`src/rtl/alu_pkg.sv`:
```
`default_nettype none
// ============================================================================
//  Module   : alu_pkg
//  Brief    : Shared types for the sequential ALU (opcodes, status, FSM state)
//  Revision : 1.0
// ============================================================================
package alu_pkg;

    typedef enum logic [2:0] {
        OP_ADD = 3'd0,
        OP_SUB = 3'd1,
        OP_AND = 3'd2,
        OP_OR  = 3'd3,
        OP_SHL = 3'd4,
        OP_SHR = 3'd5,
        OP_MUL = 3'd6,
        OP_DIV = 3'd7
    } op_e;

    typedef struct packed {
        logic zero;
        logic negative;
        logic carry;
        logic overflow;
        logic div_by_zero;
    } status_t;

    typedef enum logic [1:0] {
        S_IDLE = 2'd0,
        S_BUSY = 2'd1,
        S_DONE = 2'd2
    } state_e;

endpackage
`default_nettype wire

```
`src/rtl/seq_alu_if.sv`:
```
`default_nettype none
// ============================================================================
//  Module   : seq_alu_interface
//  Brief    : Request/response channels of the sequential ALU
//  Revision : 1.0
// ============================================================================
import alu_pkg::*;

interface seq_alu_interface #(
    parameter int WIDTH = 16
) ();
    logic             in_valid;
    logic             in_ready;
    op_e              op;
    logic [WIDTH-1:0] a;
    logic [WIDTH-1:0] b;
    logic             out_valid;
    logic             out_ready;
    logic [WIDTH-1:0] result;
    logic [WIDTH-1:0] result_hi;
    status_t          status;

    modport master (
        output in_valid, op, a, b, out_ready,
        input  in_ready, out_valid, result, result_hi, status
    );

    modport slave (
        input  in_valid, op, a, b, out_ready,
        output in_ready, out_valid, result, result_hi, status
    );

    modport tb (
        output in_valid, op, a, b, out_ready,
        input  in_ready, out_valid, result, result_hi, status
    );
endinterface
`default_nettype wire

```
`src/rtl/alu_muldiv_iter.sv`:
```
`default_nettype none
// ============================================================================
//  Module   : alu_muldiv_iter
//  Brief    : Iterative unsigned shift-add multiplier / restoring divider
//  Revision : 1.0
// ============================================================================
import alu_pkg::*;

module alu_muldiv_iter #(
    parameter int WIDTH = 16
) (
    input  wire logic             clk,
    input  wire logic             rst,
    input  wire logic             start_i,
    input  wire logic             is_div_i,
    input  wire logic [WIDTH-1:0] a_i,
    input  wire logic [WIDTH-1:0] b_i,
    output logic                  busy_o,
    output logic                  done_o,
    output logic [WIDTH-1:0]      lo_o,
    output logic [WIDTH-1:0]      hi_o
);
    localparam int CNT_W = $clog2(WIDTH) + 1;

    logic [CNT_W-1:0] cnt_q,    cnt_d;
    logic             is_div_q, is_div_d;
    logic [WIDTH-1:0] lo_q,     lo_d;
    logic [WIDTH-1:0] hi_q,     hi_d;
    logic [WIDTH-1:0] opb_q,    opb_d;

    logic [WIDTH:0]   w_mul_sum;
    logic [WIDTH:0]   w_div_shift;
    logic             w_div_ge;
    logic [WIDTH-1:0] w_div_sub;

    // Partial remainder stays below the divisor, so the subtraction fits in WIDTH bits.
    always_comb begin
        w_mul_sum   = {1'b0, hi_q} + (lo_q[0] ? {1'b0, opb_q} : '0);
        w_div_shift = {hi_q, lo_q[WIDTH-1]};
        w_div_ge    = (w_div_shift >= {1'b0, opb_q});
        w_div_sub   = w_div_shift[WIDTH-1:0] - opb_q;

        cnt_d    = cnt_q;
        is_div_d = is_div_q;
        lo_d     = lo_q;
        hi_d     = hi_q;
        opb_d    = opb_q;

        if (start_i) begin
            cnt_d    = CNT_W'(WIDTH);
            is_div_d = is_div_i;
            lo_d     = a_i;
            hi_d     = '0;
            opb_d    = b_i;
        end else if (busy_o) begin
            cnt_d = cnt_q - 1'b1;
            if (is_div_q) begin
                hi_d = w_div_ge ? w_div_sub : w_div_shift[WIDTH-1:0];
                lo_d = {lo_q[WIDTH-2:0], w_div_ge};
            end else begin
                hi_d = w_mul_sum[WIDTH:1];
                lo_d = {w_mul_sum[0], lo_q[WIDTH-1:1]};
            end
        end
    end

    always_ff @(posedge clk or posedge rst) begin
        if (rst) begin
            cnt_q    <= '0;
            is_div_q <= 1'b0;
            lo_q     <= '0;
            hi_q     <= '0;
            opb_q    <= '0;
        end else begin
            cnt_q    <= cnt_d;
            is_div_q <= is_div_d;
            lo_q     <= lo_d;
            hi_q     <= hi_d;
            opb_q    <= opb_d;
        end
    end

    assign busy_o = (cnt_q != '0);
    assign done_o = (cnt_q == CNT_W'(1));
    assign lo_o   = lo_q;
    assign hi_o   = hi_q;

endmodule
`default_nettype wire

```
`src/rtl/seq_alu.sv`:
```
`default_nettype none
// ============================================================================
//  Module   : seq_alu
//  Brief    : Handshaked ALU; single-cycle simple ops, iterative MUL/DIV
//  Revision : 1.0
// ============================================================================
import alu_pkg::*;

module seq_alu #(
    parameter int WIDTH = 16
) (
    input wire logic        clk,
    input wire logic        rst,
    seq_alu_interface.slave bus
);
    localparam int SH_W = $clog2(WIDTH);

    state_e           state_q, state_d;
    logic [WIDTH-1:0] res_q,   res_d;
    logic [WIDTH-1:0] hi_q,    hi_d;
    logic             carry_q, carry_d;
    logic             ovf_q,   ovf_d;
    logic             dbz_q,   dbz_d;
    logic             iter_q,  iter_d;
    logic             mul_q,   mul_d;

    logic             w_accept, w_start, w_load, w_long_op;
    logic             w_it_busy, w_it_done;
    logic [WIDTH-1:0] w_it_lo, w_it_hi;
    logic [WIDTH:0]   w_sum, w_diff;
    logic [SH_W-1:0]  w_shamt;
    logic [WIDTH-1:0] w_s_res, w_s_hi, w_res_out, w_hi_out;
    logic             w_s_carry, w_s_ovf, w_s_dbz;

    alu_muldiv_iter #(.WIDTH(WIDTH)) u_iter (
        .clk      (clk),
        .rst      (rst),
        .start_i  (w_start),
        .is_div_i (bus.op == OP_DIV),
        .a_i      (bus.a),
        .b_i      (bus.b),
        .busy_o   (w_it_busy),
        .done_o   (w_it_done),
        .lo_o     (w_it_lo),
        .hi_o     (w_it_hi)
    );

    assign bus.in_ready = (state_q == S_IDLE) || ((state_q == S_DONE) && bus.out_ready);
    assign w_accept     = bus.in_valid && bus.in_ready;
    assign w_long_op    = (bus.op == OP_MUL) || ((bus.op == OP_DIV) && (bus.b != '0));

    always_comb begin
        w_sum     = {1'b0, bus.a} + {1'b0, bus.b};
        w_diff    = {1'b0, bus.a} - {1'b0, bus.b};
        w_shamt   = bus.b[SH_W-1:0];
        w_s_res   = '0;
        w_s_hi    = '0;
        w_s_carry = 1'b0;
        w_s_ovf   = 1'b0;
        w_s_dbz   = 1'b0;
        case (bus.op)
            OP_ADD: begin
                w_s_res   = w_sum[WIDTH-1:0];
                w_s_carry = w_sum[WIDTH];
                w_s_ovf   = (bus.a[WIDTH-1] == bus.b[WIDTH-1]) && (w_sum[WIDTH-1] != bus.a[WIDTH-1]);
            end
            OP_SUB: begin
                w_s_res   = w_diff[WIDTH-1:0];
                w_s_carry = w_diff[WIDTH];
                w_s_ovf   = (bus.a[WIDTH-1] != bus.b[WIDTH-1]) && (w_diff[WIDTH-1] != bus.a[WIDTH-1]);
            end
            OP_AND: w_s_res = bus.a & bus.b;
            OP_OR:  w_s_res = bus.a | bus.b;
            OP_SHL: w_s_res = bus.a << w_shamt;
            OP_SHR: w_s_res = bus.a >> w_shamt;
            OP_DIV: begin
                w_s_res = '1;
                w_s_hi  = bus.a;
                w_s_dbz = 1'b1;
            end
            default: ;
        endcase
    end

    always_comb begin
        state_d = state_q;
        w_start = 1'b0;
        w_load  = 1'b0;
        case (state_q)
            S_IDLE: begin
                if (w_accept) begin
                    state_d = w_long_op ? S_BUSY : S_DONE;
                    w_start = w_long_op;
                    w_load  = !w_long_op;
                end
            end
            S_BUSY: begin
                if (w_it_done) state_d = S_DONE;
            end
            S_DONE: begin
                if (bus.out_ready) begin
                    state_d = S_IDLE;
                    if (w_accept) begin
                        state_d = w_long_op ? S_BUSY : S_DONE;
                        w_start = w_long_op;
                        w_load  = !w_long_op;
                    end
                end
            end
            default: state_d = S_IDLE;
        endcase

        res_d   = res_q;
        hi_d    = hi_q;
        carry_d = carry_q;
        ovf_d   = ovf_q;
        dbz_d   = dbz_q;
        iter_d  = iter_q;
        mul_d   = mul_q;
        if (w_load) begin
            res_d   = w_s_res;
            hi_d    = w_s_hi;
            carry_d = w_s_carry;
            ovf_d   = w_s_ovf;
            dbz_d   = w_s_dbz;
            iter_d  = 1'b0;
        end else if (w_start) begin
            dbz_d  = 1'b0;
            iter_d = 1'b1;
            mul_d  = (bus.op == OP_MUL);
        end
    end

    always_ff @(posedge clk or posedge rst) begin
        if (rst) begin
            state_q <= S_IDLE;
            res_q   <= '0;
            hi_q    <= '0;
            carry_q <= 1'b0;
            ovf_q   <= 1'b0;
            dbz_q   <= 1'b0;
            iter_q  <= 1'b0;
            mul_q   <= 1'b0;
        end else begin
            state_q <= state_d;
            res_q   <= res_d;
            hi_q    <= hi_d;
            carry_q <= carry_d;
            ovf_q   <= ovf_d;
            dbz_q   <= dbz_d;
            iter_q  <= iter_d;
            mul_q   <= mul_d;
        end
    end

    // Iterative results are read straight from the unit's registers; it holds once idle.
    assign w_res_out     = iter_q ? w_it_lo : res_q;
    assign w_hi_out      = iter_q ? w_it_hi : hi_q;
    assign bus.out_valid = (state_q == S_DONE);
    assign bus.result    = w_res_out;
    assign bus.result_hi = w_hi_out;

    // Flags read as zero whenever no result is being presented.
    assign bus.status.zero        = bus.out_valid && (w_res_out == '0);
    assign bus.status.negative    = bus.out_valid && w_res_out[WIDTH-1];
    assign bus.status.carry       = bus.out_valid && (iter_q ? (mul_q && (w_hi_out != '0)) : carry_q);
    assign bus.status.overflow    = bus.out_valid && !iter_q && ovf_q;
    assign bus.status.div_by_zero = bus.out_valid && dbz_q;

    logic w_unused;
    assign w_unused = w_it_busy;

endmodule
`default_nettype wire

```
`src/flat_wrapper.sv`:
```
// flat-port wrapper written by rule: the top's interface ports become plain ports
module seq_alu_flat 
#(
    parameter int WIDTH = 16
)
  (clk, rst, bus_in_valid, bus_op, bus_a, bus_b, bus_out_ready, bus_in_ready, bus_out_valid, bus_result, bus_result_hi, bus_status);
  seq_alu_interface #(.WIDTH(WIDTH)) bus_i ();
  input wire logic clk;
  input wire logic rst;
  input wire logic [$bits(bus_i.in_valid)-1:0] bus_in_valid;
  input wire logic [$bits(bus_i.op)-1:0] bus_op;
  input wire logic [$bits(bus_i.a)-1:0] bus_a;
  input wire logic [$bits(bus_i.b)-1:0] bus_b;
  input wire logic [$bits(bus_i.out_ready)-1:0] bus_out_ready;
  output wire logic [$bits(bus_i.in_ready)-1:0] bus_in_ready;
  output wire logic [$bits(bus_i.out_valid)-1:0] bus_out_valid;
  output wire logic [$bits(bus_i.result)-1:0] bus_result;
  output wire logic [$bits(bus_i.result_hi)-1:0] bus_result_hi;
  output wire logic [$bits(bus_i.status)-1:0] bus_status;
  assign bus_i.in_valid = bus_in_valid;
  assign bus_i.op = bus_op;
  assign bus_i.a = bus_a;
  assign bus_i.b = bus_b;
  assign bus_i.out_ready = bus_out_ready;
  assign bus_in_ready = bus_i.in_ready;
  assign bus_out_valid = bus_i.out_valid;
  assign bus_result = bus_i.result;
  assign bus_result_hi = bus_i.result_hi;
  assign bus_status = bus_i.status;
  seq_alu #(.WIDTH(WIDTH)) u_core (.clk(clk), .rst(rst), .bus(bus_i));
endmodule
```
`config.mk`:
```
export PLATFORM = sky130hd
export DESIGN_NAME = seq_alu_flat
export DESIGN_NICKNAME = d
export VERILOG_FILES = /design/src/rtl/alu_pkg.sv /design/src/rtl/seq_alu_if.sv /design/src/rtl/alu_muldiv_iter.sv /design/src/rtl/seq_alu.sv /design/src/flat_wrapper.sv
export SDC_FILE = /design/constraint.sdc
export NUM_CORES = 1
export LEC_CHECK = 0
export ABC_AREA = 1
export CORE_AREA = 5 5 175 177
export CTS_CLUSTER_SIZE = 25
export DETAILED_ROUTE_END_ITERATION = 10
export DIE_AREA = 0 0 180 182
export GPL_TIMING_DRIVEN = 0
export PLACE_DENSITY = 0.55
export SETUP_SLACK_MARGIN = 0.02
export SLEW_MARGIN = 10
export SYNTH_ARGS = -nofsm -noshare
export SYNTH_HDL_FRONTEND = slang
export SYNTH_SLANG_ARGS = --single-unit
```
`constraint.sdc`:
```
create_clock -name clk -period 10 [get_ports clk]
set_input_delay 2.5 -clock clk [delete_from_list [all_inputs] [get_ports clk]]
set_output_delay 2.5 -clock clk [all_outputs]
set_load 0.01 [all_outputs]
```
==> reports/results.md <==
| Stage | Metric | Reported |
|---|---|---|
| yosys | Post-Synthesis Mean Instance Area | 5.935 µm² |
| clock network | Reg clk slew, reported paths | 0.07 ns |
| finish | Most common library cell in the layout ignoring fill and taps | nand2_1 |
| detailed routing | Routed len/inst | 20.09 µm |
| clock network | Clock insertion delay at the later pin of the skew report | 0.36 ns |
| sta | Setup TNS Final | 0 ns |
| sta | Number of pins with negative max-slew slack in the final report | 0 |
| floorplanning | Horizontal extent of the die | 180 µm |
| critical path | Gate family responsible for the most delay along the worst path | buffers and inverters |
| power | Clock network power share | 11.6% |
| clock network | Cell at the root of the clock tree | clkbuf_16 |
| run status | Status | complete, no violations |
| floorplanning | Number of placed I/O pins | 78 |
| finish | Area of combinational cells with multiple inputs | 0.007000 mm² |
| yosys | Area fraction of the dominant cell type after synthesis | 21.65% |
| yosys | Part of the Yosys area used for sequential elements | 21.65% |
| power | Maximum VDD drop | 0.1061 mV |
| clock network | Post-CTS resize count | 0 |
| critical path | Max stage delay on crit path | 0.53 ns |
| power | Total internal power | 1.508 mW |
| floorplanning | Cell Rows | 63 |
| placement | Number of buffers added on ports | 77 |
| power | Portion of total power attributed to sequential cells | 22.4% |
| grt | Overflow left after global routing | 0 |
| finish | Area taken by flip-flops and latches | 0.002327 mm² |
| floorplanning | Die Outline Area | 0.03276 mm² |
| clock network | Max Buffers Root-to-Sink | 2 |
| sta | Fraction of the cycle the final worst path needs | 61.71% |
| yosys | Net Count, Synth | 1943 |
| critical path | Data required time at the worst endpoint | 7.50 ns |
| sta | Hold Vio Cnt, Final | 0 |
| clock network | TritonCTS clock tree | built |
| critical path | Arrival time at the worst endpoint | 3.67 ns |
| floorplanning | Height of the die | 182 µm |
| yosys | Count of flip-flops with a built-in enable after synthesis | 0 |
| grt | Pin count of the biggest net entering global routing | 60 |
| critical path | Setup crit end kind | primary output |
| yosys | Most used DFF post-synth | dfrtp_1 |
| clock network | CTS buffer count | 9 |
| grt | Wire length of the first global-routing pass | 69.60 mm |
| sta | Number of setup violations in the final report | 0 |
| finish | Inserted Diodes | 0 |
| floorplanning | Starting Density | 36.96% |
| clock network | Sinks on Clock Net | 93 |
| yosys | Post-synth design cell area | 0.01075 mm² |
| placement | Final HPWL from detailed placement | 38.00 mm |
| power | Ratio of total power to cell area | 258.1 mW/mm² |
| grt | Number of antenna violations at the first check in global routing | 0 |
| detailed routing | Number of DRC markers in iteration 0 | 1331 |
| yosys | Number of synthesized register bits | 93 |
| finish | Synthesis-to-finish area growth | 14.96% |
| power | Leakage | 6.499 nW |
| detailed routing | Remaining DRCs | 0 |
| power | Combinational share of power | 66.1% |
| floorplanning | Core area | 0.02909 mm² |
| sta | Final critical path time including I/O delays and setup | 6.171 ns |
| detailed routing | Antenna Nets Post-Route | 0 |
| detailed routing | Sum of routed wire length over all layers | 46.10 mm |
| sta | Slew of the pin with the lowest slew margin | 0.7364 ns |
| critical path | Startpoint-to-endpoint class of the critical path | in -> out |
| clock network | CTS H-Tree Depth | 3 |
| placement | Number of cells after detailed placement | 2279 |
| yosys | Leading post-synthesis cells by cell area | dfrtp_1 22%, nand2_1 20%, ha_1 10% |
| worst hold path | Worst min-delay path class | reg -> reg |
| grt | Vias in the first global route | 11710 |
| yosys | Most area-hungry cell type in the Yosys netlist | dfrtp_1 |
| sta | Worst setup skew after layout | 0.008249 ns |
| yosys | Synth warn | 0 |
| critical path | Slowest CP cell | clkdlybuf4s50_1 |
| finish | Filler-free cell count of the finished design | 2295 |
| yosys | Asr flop ratio synth | 100.0% |
| power | Switching fraction of total power | 52.73% |
| clock network | CTS Hold Bufs | 0 |
| placement | Final RePlAce weighted congestion | 1.004 |
| clock network | Number of buffers inserted by post-CTS setup repair | 0 |
| critical path | Total buffers and inverters traversed by the critical path | 2 |
| sta | Tightest slew margin relative to the limit | 50.91% |
| finish | Final layout net count | 2032 |
| critical path | Setup crit start kind | input port |
| finish | Filler Cells Inserted | 3218 |
| critical path | Cell breakdown of the critical path | clkdlybuf4s50_1 > nor2_1 > nor2_1 > clkdlybuf4s50_1 |
| power | Reported net switching power | 1.682 mW |
| detailed routing | Total via count in the routed design | 12380 |
| finish | Fraction of final layout cells sized beyond drive strength 1 | 4.199% |
| detailed routing | Total iterations of the first detailed-routing run | 6 |
| yosys | Netlist cell types | 47 |
| run | MaxCap Viol Count | 0 |
| yosys | Post-Syn Instances | 1811 |
| detailed routing | Drt via density | 5.392 |
| finish | Highest-count cells in the layout ignoring fill and taps | 570 x nand2_1, 276 x inv_1, 194 x nand3_1 |
| sta | Setup repair after global routing missed its margin | no |
| critical path | Largest fanout on the critical path | 2 |
| grt | Overall Global Routing Usage | 27.12% |
| sta | Achievable clock frequency | 162.0 MHz |
final timing paths:
check,depth (start not counted),end,slack (ns),start
worst max register to register,16,u_core.u_iter.hi_o[15],6.87,u_core.u_iter.lo_o[0]
max in group asynchronous,3,u_core.u_iter.lo_o[14],6.85,rst
worst min-delay path,2,u_core.ovf_q,0.48,u_core.ovf_q
worst max-delay path,4,bus_in_ready,3.83,bus_out_ready
min in group asynchronous,2,u_core.u_iter.hi_o[15],2.51,rst
worst min register to register,2,u_core.ovf_q,0.48,u_core.ovf_q
worst register-to-register path: stages, from the launching register on:
cell and delay, ns:
dfrtp_1 0.33, clkbuf_1 0.42, buf_1 0.41, nand2_1 0.11
inv_1 0.08, ha_1 0.21, inv_1 0.07, fa_1 0.41
o21ai_0 0.34, nand2_1 0.13, nand2_1 0.10, nand2_1 0.07
nand2_1 0.09, a21oi_1 0.08, nor2_1 0.12, nand2_1 0.06
nand2_1 0.05
registers in the layout, summed over array words and instances, names as in the netlist, 2 cells and up:
register	count
u_core.state_q	2
u_core.u_iter.cnt_q	5
u_core.u_iter.hi_o	16
u_core.res_q	16
u_core.u_iter.lo_o	16
u_core.hi_q	16
u_core.u_iter.opb_q	16
metrics by stage:
step                      utilization [%]  setup WS, ns  hold WS (ns)  cell area [µm²]  total power [mW]
after floorplan                         -         4.771        0.4437            10750             2.078
after global placement              41.28         3.217        0.4601            12010             2.796
after detailed placement            41.39         3.825        0.4659            12040             2.802
after CTS                           42.48         3.818        0.4858            12360             3.183
after global routing                42.48         3.763        0.5237            12360             3.482
final                               42.48         3.829        0.4819            12360             3.189
metal layers:
layer	track usage (%)	wire, µm	share of wire, %	vias up
met5	0	0	0	-
met4	8.625	1652	3.6	0
met3	3.446	2875	6.2	89
met2	44.50	20650	45	490
met1	37.20	20930	45	5796
li1	-	-	-	6000
power groups by stage:
stage	Sequential [mW]	Combinational (mW)	Clock, mW
2_1_floorplan	0.626	1.45	0
3_3_place_gp	0.717	2.08	0
3_5_place_dp	0.716	2.09	0
4_1_cts	0.710	2.10	0.377
5_1_grt	0.726	2.37	0.390
6_report	0.713	2.11	0.369
logic make-up (layout without fill, tap and decap cells):
| family | Yosys count | in the layout | synth area share (%) |
|---|---|---|---|
| buf+inv | 354 | 448 | 13.22 |
| compound gates | 282 | 282 | 14.92 |
| fa+ha+maj | 93 | 93 | 11.10 |
| simple gates | 975 | 975 | 37.96 |
| flops | 93 | 93 | 21.65 |
| xor+xnor | 14 | 14 | 1.141 |
cells in the mapped netlist, types with 2 or more instances:
cell type,count
a211oi_1,2
a21oi_1,88
a21oi_2,3
a31oi_1,3
and2_1,5
buf_1,3
buf_2,29
buf_4,2
buf_6,6
clkbuf_1,27
dfrtp_1,93
fa_1,4
ha_1,89
inv_1,277
inv_2,7
nand2_1,570
nand2_2,3
nand3_1,194
nand3b_1,4
nand4_1,26
nor2_1,140
nor2_2,2
nor3_1,17
nor4_1,4
o2111ai_1,3
o211ai_1,8
o21a_1,12
o21ai_0,111
o21ai_1,5
o21bai_1,9
o221ai_1,14
o22ai_1,20
or2_2,5
xnor2_1,4
xor2_1,10
layout make-up:
| class | count | share of cell area (%) |
|---|---|---|
| multi-input cells | 1364 | 56.65 |
| inverters | 286 | 8.748 |
| clock buffers | 9 | 1.823 |
| flip-flops and latches | 93 | 18.83 |
| repair buffers | 78 | 6.460 |
| plain buffers | 68 | 2.795 |
| well taps | 390 | 3.949 |
| clock inverters | 7 | 0.7392 |
Note: power is estimated with default switching activity, not from simulation.
